--- src/rtl/byte_serializer_pkg.sv ---
// Shared types and constants for the 32-bit to byte-stream serializer.
// Imported by the interface, the byte mux and the serializer top.
package byte_serializer_pkg;

  typedef enum logic {
    IDLE = 1'b0,
    SEND = 1'b1
  } state_t;

  localparam int IDX_W          = 2;
  localparam int BYTES_PER_WORD = 4;
  localparam int WORD_W         = 8 * BYTES_PER_WORD;

  typedef logic [IDX_W-1:0]  idx_t;
  typedef logic [WORD_W-1:0] word_t;
  typedef logic [7:0]        byte_t;

  localparam idx_t LAST_IDX = idx_t'(BYTES_PER_WORD - 1);

  // Lane 0 is bits [7:0]; lane 3 is bits [31:24].
  function automatic byte_t lane_byte(
    input word_t w,
    input idx_t  lane
  );
    byte_t b;
    b = '0;
    unique case (lane)
      2'd0: b = w[7:0];
      2'd1: b = w[15:8];
      2'd2: b = w[23:16];
      2'd3: b = w[31:24];
      default: b = '0;
    endcase
    return b;
  endfunction

endpackage

--- src/rtl/byte_serializer_if.sv ---
// Word-in / byte-out handshake bundle for byte_serializer.
// slave is the serializer view; master is the environment view.
interface byte_serializer_if;
  import byte_serializer_pkg::*;

  logic  in_valid;
  word_t in_data;
  logic  in_ready;

  logic  out_valid;
  byte_t out_data;
  logic  out_last;
  logic  out_ready;

  logic  busy;

  modport slave (
    input  in_valid,
    input  in_data,
    output in_ready,
    output out_valid,
    output out_data,
    output out_last,
    input  out_ready,
    output busy
  );

  modport master (
    output in_valid,
    output in_data,
    input  in_ready,
    input  out_valid,
    input  out_data,
    input  out_last,
    output out_ready,
    input  busy
  );

endinterface

--- src/rtl/byte_serializer_byte_mux4.sv ---
// Combinational byte picker: word + stream index -> byte.
// LSB_FIRST selects whether index 0 maps to bits [7:0] or [31:24].
module byte_mux4
  import byte_serializer_pkg::*;
#(
  parameter bit LSB_FIRST = 1'b0
) (
  input  word_t word,
  input  idx_t  idx,
  output byte_t data
);

  idx_t lane;

  // MSB-first order walks lanes 3,2,1,0.
  assign lane = LSB_FIRST ? idx : ~idx;

  assign data = lane_byte(word, lane);

endmodule

--- src/rtl/byte_serializer.sv ---
// Serializes 32-bit words into a byte stream, one byte per cycle.
// Reloads on the last-byte handshake so back-to-back words have no gap.
module byte_serializer
  import byte_serializer_pkg::*;
#(
  parameter bit LSB_FIRST = 1'b0
) (
  input  logic               clk,
  input  logic               reset_n,
  byte_serializer_if.slave   bus
);

  state_t state;
  state_t state_nx;
  idx_t   idx;
  idx_t   idx_nx;
  word_t  hold;
  word_t  hold_nx;

  logic   in_ready;
  logic   out_valid;
  logic   last;
  byte_t  mux_byte;

  always_ff @(posedge clk or negedge reset_n) begin
    if (!reset_n) begin
      state <= IDLE;
      idx   <= '0;
      hold  <= '0;
    end else begin
      state <= state_nx;
      idx   <= idx_nx;
      hold  <= hold_nx;
    end
  end

  assign last = (state == SEND) && (idx == LAST_IDX);

  always_comb begin
    state_nx  = state;
    idx_nx    = idx;
    hold_nx   = hold;
    in_ready  = 1'b0;
    out_valid = 1'b0;
    unique case (1'b1)
      (state == IDLE): begin
        in_ready = 1'b1;
        if (bus.in_valid) begin
          hold_nx  = bus.in_data;
          idx_nx   = '0;
          state_nx = SEND;
        end
      end
      (state == SEND): begin
        out_valid = 1'b1;
        if (bus.out_ready) begin
          if (last) begin
            // Freeing the hold register lets a new word in now.
            in_ready = 1'b1;
            idx_nx   = '0;
            if (bus.in_valid) begin
              hold_nx = bus.in_data;
            end else begin
              state_nx = IDLE;
            end
          end else begin
            idx_nx = idx + idx_t'(1);
          end
        end
      end
      default: begin
        state_nx = IDLE;
      end
    endcase
  end

  byte_mux4 #(
    .LSB_FIRST (LSB_FIRST)
  ) u_mux (
    .word (hold),
    .idx  (idx),
    .data (mux_byte)
  );

  assign bus.in_ready  = in_ready;
  assign bus.out_valid = out_valid;
  assign bus.out_data  = out_valid ? mux_byte : '0;
  assign bus.out_last  = last;
  assign bus.busy      = (state == SEND);

endmodule

--- src/flat_wrapper.sv ---
// flat-port wrapper written by rule: the top's interface ports become plain ports
module byte_serializer_flat import byte_serializer_pkg::*;
#(
  parameter bit LSB_FIRST = 1'b0
)
  (clk, reset_n, bus_in_valid, bus_in_data, bus_in_ready, bus_out_valid, bus_out_data, bus_out_last, bus_out_ready, bus_busy);
  byte_serializer_if bus_i ();
  input  logic clk;
  input  logic reset_n;
  input wire logic [$bits(bus_i.in_valid)-1:0] bus_in_valid;
  input wire logic [$bits(bus_i.in_data)-1:0] bus_in_data;
  output wire logic [$bits(bus_i.in_ready)-1:0] bus_in_ready;
  output wire logic [$bits(bus_i.out_valid)-1:0] bus_out_valid;
  output wire logic [$bits(bus_i.out_data)-1:0] bus_out_data;
  output wire logic [$bits(bus_i.out_last)-1:0] bus_out_last;
  input wire logic [$bits(bus_i.out_ready)-1:0] bus_out_ready;
  output wire logic [$bits(bus_i.busy)-1:0] bus_busy;
  assign bus_i.in_valid = bus_in_valid;
  assign bus_i.in_data = bus_in_data;
  assign bus_in_ready = bus_i.in_ready;
  assign bus_out_valid = bus_i.out_valid;
  assign bus_out_data = bus_i.out_data;
  assign bus_out_last = bus_i.out_last;
  assign bus_i.out_ready = bus_out_ready;
  assign bus_busy = bus_i.busy;
  byte_serializer #(.LSB_FIRST(LSB_FIRST)) u_core (.clk(clk), .reset_n(reset_n), .bus(bus_i));
endmodule
--- config.mk ---
export PLATFORM = sky130hd
export DESIGN_NAME = byte_serializer_flat
export DESIGN_NICKNAME = d
export VERILOG_FILES = /design/src/rtl/byte_serializer_pkg.sv /design/src/rtl/byte_serializer_if.sv /design/src/rtl/byte_serializer_byte_mux4.sv /design/src/rtl/byte_serializer.sv /design/src/flat_wrapper.sv
export SDC_FILE = /design/constraint.sdc
export NUM_CORES = 1
export LEC_CHECK = 0
export CAP_MARGIN = 0
export CORE_MARGIN = 4
export CORE_UTILIZATION = 50
export CTS_CLUSTER_DIAMETER = 100
export DETAILED_ROUTE_END_ITERATION = 16
export GPL_ROUTABILITY_DRIVEN = 0
export PLACE_DENSITY = 0.81
export SYNTH_ARGS = -nofsm -noshare
export SYNTH_HDL_FRONTEND = slang
export SYNTH_HIERARCHICAL = 1
export SYNTH_SLANG_ARGS = --single-unit
export TNS_END_PERCENT = 20
--- constraint.sdc ---
create_clock -name clk -period 2.22 [get_ports clk]
set_clock_uncertainty 0.15 [all_clocks]
set_input_delay 0.444 -clock clk [delete_from_list [all_inputs] [get_ports clk]]
set_output_delay 0.444 -clock clk [all_outputs]
set_load 0.01 [all_outputs]
After elaboration in Yosys (flattened, before gate mapping)

Cells that the tools add are included.

Output and inout port bits: 12
ROM bits: 0
Word-level logic and storage cells: 35
Flip-flop bits (word level): 35
Bits in latches: 0
Input port bits: 36
Memory bits (writable): 0
Memories kept: 0

Multipliers: 0
Divide/modulo/power cells: 0
Reduce and logical (&&, ||, !) cells: 4
Muxes and demuxes: 18
Shift operators: 0
$add $sub $neg: 1
Eq/ne operators: 7
Order comparisons: 0
Bitwise operators: 2

Operator list:

| operator            | number |
|---|---|
| $mux 32             | 3 |
| $pmux 32 s2         | 1 |
| $pmux 8 s4          | 1 |
| $mux 8              | 1 |
| $eq 2x2->1 const B  | 3 |
| $mux 1              | 6 |
| $mux 2              | 3 |
| $ne 2x2->1 const B  | 3 |
| $pmux 1 s2          | 2 |
| $pmux 2 s2          | 1 |
| $reduce_and 2->1    | 2 |
| $add 2x1->2 const B | 1 |
| $eq 2x1->1 const B  | 1 |
| $logic_not 2->1     | 1 |
| $not 2->2           | 1 |
| $logic_and 1x1->1   | 1 |
| $not 1->1           | 1 |

Depth between registers and ports, before layout

Depth in word-level cells: 5
Depth in mapped cells: 5
Mapped depth without buffers: 3

Cells and area by module

The synthesis kept the hierarchy.

Modules (own cells, without submodules):

| module          | cells an instance | area an instance (um^2) | instances |
|---|---|---|---|
| byte_serializer | 168               | 1905.6                  | 1 |
| byte_mux4       | 10                | 196.4                   | 1 |

Worst setup path before layout

No wires, ideal clock.

Kind: register -> output
Start point: reg u_core.idx[0]
End point: out bus_in_ready
Arrival: 1.216 ns
Buffers on the path: 1
Slack: 0.410 ns
Stages on the path, launching flop included: 5
Cell sequence: dfrtp_1 -> ha_1 -> a21boi_2 -> buf_6 -> inv_1

Longest elaborated chain between the ends: 5

RTL lines:

| item                     | RTL line              | RTL |
|---|---|---|
| start: declaration       | byte_serializer.sv:15 | `idx_t idx;` |
| start signal: assignment | byte_serializer.sv:32 | `idx <= idx_nx;` |
| $eq 2x2->1               | byte_serializer.sv:37 | `assign last = (state == SEND) && (idx == LAST_IDX);` |
| $logic_and 1x1->1        | byte_serializer.sv:37 |  |
| $mux 1                   | byte_serializer.sv:57 | `if (last) begin` |
| $mux 1                   | byte_serializer.sv:56 | `if (bus.out_ready) begin` |
| $pmux 1 s2               | byte_serializer.sv:45 | `unique case (1'b1)` |
| end: declaration         | flat_wrapper.sv:12    | `output wire logic [$bits(bus_i.in_ready)-1:0] bus_in_ready;` |

No other way between the ends.

Final worst setup path

Start point: reg u_core.idx[0]
End point: out bus_out_data[2]

Longest elaborated chain between the ends: 4
Elaborated cells between the ends (all ways): 7
Those cells by class: eq/ne (3); mux (2); bitwise (1); reduce/logical (1)

RTL lines:

| item                                     | RTL line                        | RTL |
|---|---|---|
| $not 2->2 *                              | byte_serializer_byte_mux4.sv:16 | `assign lane = LSB_FIRST ? idx : ~idx;` |
| $eq 2x2->1, or another cell as far along | byte_serializer_pkg.sv:27       | `unique case (lane)` |
| $pmux 8 s4 *                             | byte_serializer_pkg.sv:27       |  |
| net u_core.mux_byte[2]                   | byte_serializer.sv:23           | `byte_t mux_byte;` |
| $mux 8 *                                 | byte_serializer.sv:87           | `assign bus.out_data = out_valid ? mux_byte : '0;` |
| end: declaration                         | flat_wrapper.sv:14              | `output wire logic [$bits(bus_i.out_data)-1:0] bus_out_data;` |

The timed path passes the listed nets; every way through them passes the cells marked *.

==> impl_results.html <==
<table>
<tr><th>Metric</th><th>Value</th></tr>
<tr><th colspan="2">STA</th></tr>
<tr><td>Number of hold violations in the final report</td><td>0</td></tr>
<tr><td>Max-slew headroom at the worst pin</td><td>66.3%</td></tr>
<tr><td>RSZ-0062 raised after global routing</td><td>yes</td></tr>
<tr><td>Slew of the pin with the lowest slew margin</td><td>0.506 ns</td></tr>
<tr><td>Final clock period utilization by the worst path</td><td>a little over nine tenths</td></tr>
<tr><td>Final Max Slew Viols</td><td>0</td></tr>
<tr><td>Setup Viol. Count Final</td><td>0</td></tr>
<tr><td>Tightest hold margin</td><td>slightly above 0.4 ns</td></tr>
<tr><td>Final critical delay including setup and external delays</td><td>roughly 2.2 ns</td></tr>
<tr><td>Sum of negative setup slack</td><td>0 ns</td></tr>
<tr><td>Final worst-path setup slack</td><td>about 0.059 ns</td></tr>
<tr><td>Maximum operating frequency</td><td>roughly 460 MHz</td></tr>
<tr><th colspan="2">Synth</th></tr>
<tr><td>FF+latch count, synth</td><td>35</td></tr>
<tr><td>Largest cells by area after synthesis</td><td>sky130_fd_sc_hd__dfrtp_1 42%, sky130_fd_sc_hd__o32ai_2 23%, sky130_fd_sc_hd__mux4_2 8.6%, sky130_fd_sc_hd__inv_1 5.9%, sky130_fd_sc_hd__nand2_1 5.7%</td></tr>
<tr><td>Number of distinct standard cells referenced by the synthesized netlist</td><td>22</td></tr>
<tr><td>Count of mapped cells out of synthesis</td><td>178</td></tr>
<tr><td>Sequential fraction of the synthesis area</td><td>between 40% and 50%</td></tr>
<tr><td>Share of Yosys cell area claimed by the top area cell type</td><td>about two fifths</td></tr>
<tr><td>Post-synthesis average cell area</td><td>between 10 and 15 µm²</td></tr>
<tr><td>Syn Std Cell Area</td><td>between 0.002 and 0.0025 mm²</td></tr>
<tr><td>Count of warnings emitted by yosys</td><td>6</td></tr>
<tr><td>Cell accounting for the most synthesized area</td><td>sky130_fd_sc_hd__dfrtp_1</td></tr>
<tr><td>Syn_nets</td><td>about 220</td></tr>
<tr><th colspan="2">Drt</th></tr>
<tr><td>Post-DR vias/cell</td><td>around 5.4</td></tr>
<tr><td>Number of iterations in the first detailed-routing pass</td><td>4</td></tr>
<tr><td>Total wire length</td><td>between 4 and 5 mm</td></tr>
<tr><td>Wirelength per Cell</td><td>between 15 and 20 µm</td></tr>
<tr><td>Via count</td><td>between 1.5k and 2k</td></tr>
<tr><td>Starting DRT DRC Count</td><td>157</td></tr>
<tr><td>DRT antenna net count</td><td>0</td></tr>
<tr><td>DRC violations left</td><td>0</td></tr>
<tr><th colspan="2">Clocking</th></tr>
<tr><td>Later-pin clock latency in the skew report</td><td>between 0.2 and 0.3 ns</td></tr>
<tr><td>Clock tree from TritonCTS</td><td>yes</td></tr>
<tr><td>Total clock buffers created by CTS</td><td>5</td></tr>
<tr><td>Clock H-tree levels</td><td>2</td></tr>
<tr><td>Setup Buffers After CTS</td><td>0</td></tr>
<tr><td>Maximum root-to-sink buffer count</td><td>2</td></tr>
<tr><td>Number of sinks handled by clock tree synthesis</td><td>35</td></tr>
<tr><td>Clock slew at the register clock pins of the worst setup and hold paths</td><td>0.06 ns</td></tr>
<tr><td>Root Buffer</td><td>sky130_fd_sc_hd__clkbuf_8</td></tr>
<tr><th colspan="2">Die</th></tr>
<tr><td>Rows</td><td>23</td></tr>
<tr><td>Height of the chip</td><td>approximately 73 µm</td></tr>
<tr><td>Starting Density</td><td>a little over half</td></tr>
<tr><td>Top-level I/O count</td><td>48</td></tr>
<tr><td>Width of the chip</td><td>~73 µm</td></tr>
<tr><td>Placeable core region</td><td>0.00403 mm²</td></tr>
<tr><td>Total Die Area</td><td>around 0.0053 mm²</td></tr>
<tr><th colspan="2">Final layout</th></tr>
<tr><td>Commonest non-fill, non-tap cells in the layout</td><td>37 x sky130_fd_sc_hd__clkdlybuf4s50_1, 35 x sky130_fd_sc_hd__dfrtp_1, 33 x sky130_fd_sc_hd__inv_1</td></tr>
<tr><td>Fill cell instance count of the final layout</td><td>~300</td></tr>
<tr><td>Most common cell after layout, fill and taps aside</td><td>sky130_fd_sc_hd__clkdlybuf4s50_1</td></tr>
<tr><td>Area used by multi-input combinational logic</td><td>988 µm²</td></tr>
<tr><td>Synthesis-to-finish area growth</td><td>31.3%</td></tr>
<tr><td>ANT cells</td><td>0</td></tr>
<tr><td>Layout cell share with drive strength beyond 1</td><td>roughly a third</td></tr>
<tr><td>Area occupied by registers</td><td>approximately 880 µm²</td></tr>
<tr><td>Number of nets in the layout</td><td>between 200 and 300</td></tr>
<tr><th colspan="2">Run status</th></tr>
<tr><td>Outcome</td><td>finished, final reports clean</td></tr>
<tr><th colspan="2">Power and ir drop</th></tr>
<tr><td>Leak</td><td>between 1 and 1.5 nW</td></tr>
<tr><td>Power density over the cells</td><td>1300 mW/mm²</td></tr>
<tr><td>Maximum VDD drop</td><td>slightly above 0.7 mV</td></tr>
<tr><td>Pwr Total</td><td>roughly 3.6 mW</td></tr>
<tr><th colspan="2">Global routing</th></tr>
<tr><td>Number of global-route vias before repair</td><td>between 1.5k and 2k</td></tr>
<tr><td>GR Util All Layers</td><td>between 10% and 20%</td></tr>
<tr><td>Global-route wire length before repair</td><td>approximately 7.3 mm</td></tr>
<tr><td>Overall overflow remaining after global route</td><td>0</td></tr>
<tr><td>Number of antenna violations at the first check in global routing</td><td>0</td></tr>
<tr><td>Largest net degree at the start of global routing</td><td>36</td></tr>
<tr><th colspan="2">Run</th></tr>
<tr><td>Maximum capacitance violations</td><td>0</td></tr>
<tr><th colspan="2">Critical path</th></tr>
<tr><td>Critical Path RT</td><td>between 1.5 and 2 ns</td></tr>
<tr><td>Largest fanout on the critical path</td><td>5</td></tr>
<tr><td>Data arrival time at the worst-slack endpoint</td><td>roughly 1.6 ns</td></tr>
<tr><td>Critical path type</td><td>reg2out</td></tr>
<tr><td>Critical Path End Type</td><td>output pin</td></tr>
<tr><td>Startpoint class of the critical path</td><td>flip-flop</td></tr>
<tr><th colspan="2">Placement</th></tr>
<tr><td>HPWL after detailed placement</td><td>between 3 and 4 mm</td></tr>
<tr><td>Total of buffers placed on input and output ports</td><td>47</td></tr>
<tr><td>Worst setup slack after placement</td><td>-0.0275 ns</td></tr>
<tr><th colspan="2">Min path</th></tr>
<tr><td>Hold WC Path Type</td><td>reg2reg</td></tr>
</table>
critical path: stages (launching register included):
cell and delay (ns):
sky130_fd_sc_hd__dfrtp_1 0.38, sky130_fd_sc_hd__buf_6 0.15, sky130_fd_sc_hd__mux4_2 0.49, sky130_fd_sc_hd__and2_1 0.14
sky130_fd_sc_hd__buf_2 0.13
through the flow:
| step | utilization [%] | cell area (µm²) | instances |
|---|---|---|---|
| finish | 68.5 | 2760 | 282 |
| global route | 68.5 | 2760 | 282 |
| CTS | 68.2 | 2750 | 282 |
| detailed placement | 66.1 | 2660 | 274 |
| global placement | 66.1 | 2660 | 274 |
| floorplan | - | 2100 | 178 |
final timing paths:
kind / slack [ns] / depth (start not counted) / startpoint / endpoint
setup reg to reg: 0.30 / 6 / u_core/idx[0]$_DFFE_PN0P_ / u_core/hold[27]$_DFFE_PN0P_
setup / recovery: 0.06 / 4 / u_core/idx[0]$_DFFE_PN0P_ / bus_out_data[2]
max in group asynchronous: 1.19 / 2 / reset_n / u_core/hold[28]$_DFFE_PN0P_
min in group asynchronous: 0.43 / 2 / reset_n / u_core/hold[26]$_DFFE_PN0P_
hold / removal: 0.41 / 2 / u_core/hold[3]$_DFFE_PN0P_ / u_core/hold[3]$_DFFE_PN0P_
hold reg to reg: 0.41 / 2 / u_core/hold[3]$_DFFE_PN0P_ / u_core/hold[3]$_DFFE_PN0P_
cells by family (layout without fill, tap and decap cells):
logic type                 after synthesis  count (layout)  share of synthesized area, %
and+or+nand+nor                         46              46                          9.94
muxes                                   10              10                          9.58
AOI/OAI and AO/OA                       35              35                          25.5
DFF                                     35              35                          41.7
buffers and inverters                   51             105                          12.7
adders and majority gates                1               1                         0.595
Yosys cell counts:
library cell and n:
sky130_fd_sc_hd__a22o_1 1, sky130_fd_sc_hd__nor2_1 2, sky130_fd_sc_hd__nand2_1 32, sky130_fd_sc_hd__and2_1 9, sky130_fd_sc_hd__and2b_1 1, sky130_fd_sc_hd__dfrtp_1 35, sky130_fd_sc_hd__clkbuf_1 4, sky130_fd_sc_hd__a21boi_2 1
sky130_fd_sc_hd__mux2i_1 1, sky130_fd_sc_hd__a32o_1 1, sky130_fd_sc_hd__and3_4 1, sky130_fd_sc_hd__o32ai_2 30, sky130_fd_sc_hd__buf_4 1, sky130_fd_sc_hd__buf_2 3, sky130_fd_sc_hd__or2_2 1, sky130_fd_sc_hd__inv_1 33
sky130_fd_sc_hd__mux2_2 1, sky130_fd_sc_hd__ha_1 1, sky130_fd_sc_hd__o32ai_1 2, sky130_fd_sc_hd__mux4_2 8, sky130_fd_sc_hd__buf_6 9, sky130_fd_sc_hd__clkbuf_2 1
routing by layer:
layer  track usage, %  share of wire, %  wire, µm  vias up
met5                0                 0         0        -
met4             7.99               2.8       126        0
met3             4.82               5.7       257       13
met2             28.0                49      2180       45
met1             24.5                43      1910      738
li1                 -                 -         -      721
where the power goes:
group          total [mW]  switching, mW  internal (mW)
clock network       0.495          0.212          0.283
logic                1.95          0.764           1.19
registers            1.13          0.185          0.949
total                3.58           1.16           2.42
flip-flops by register name, summed over array words and instances, names as in the netlist:
signal / count
u_core/hold: 32
u_core/idx: 2
u_core/bus.busy: 1
what timing repair did:
| action | 4_1_cts | 5_1_grt |
|---|---|---|
| resized for setup | 38 | 8 |
| pin swaps | 0 | 8 |
| hold buffers | 0 | 0 |
| hold endpoints to repair | 0 | 0 |
| endpoints found under the setup margin | 10 | 9 |
final cells by class:
class                      count  area share (%)
multi-input combinational     92            35.8
sequential                    35            31.7
inverter                      33            4.49
tap                           50            2.27
clock buffer                   8            3.63
timing repair buffer          64            22.1
(Power assumes the default switching activity.)
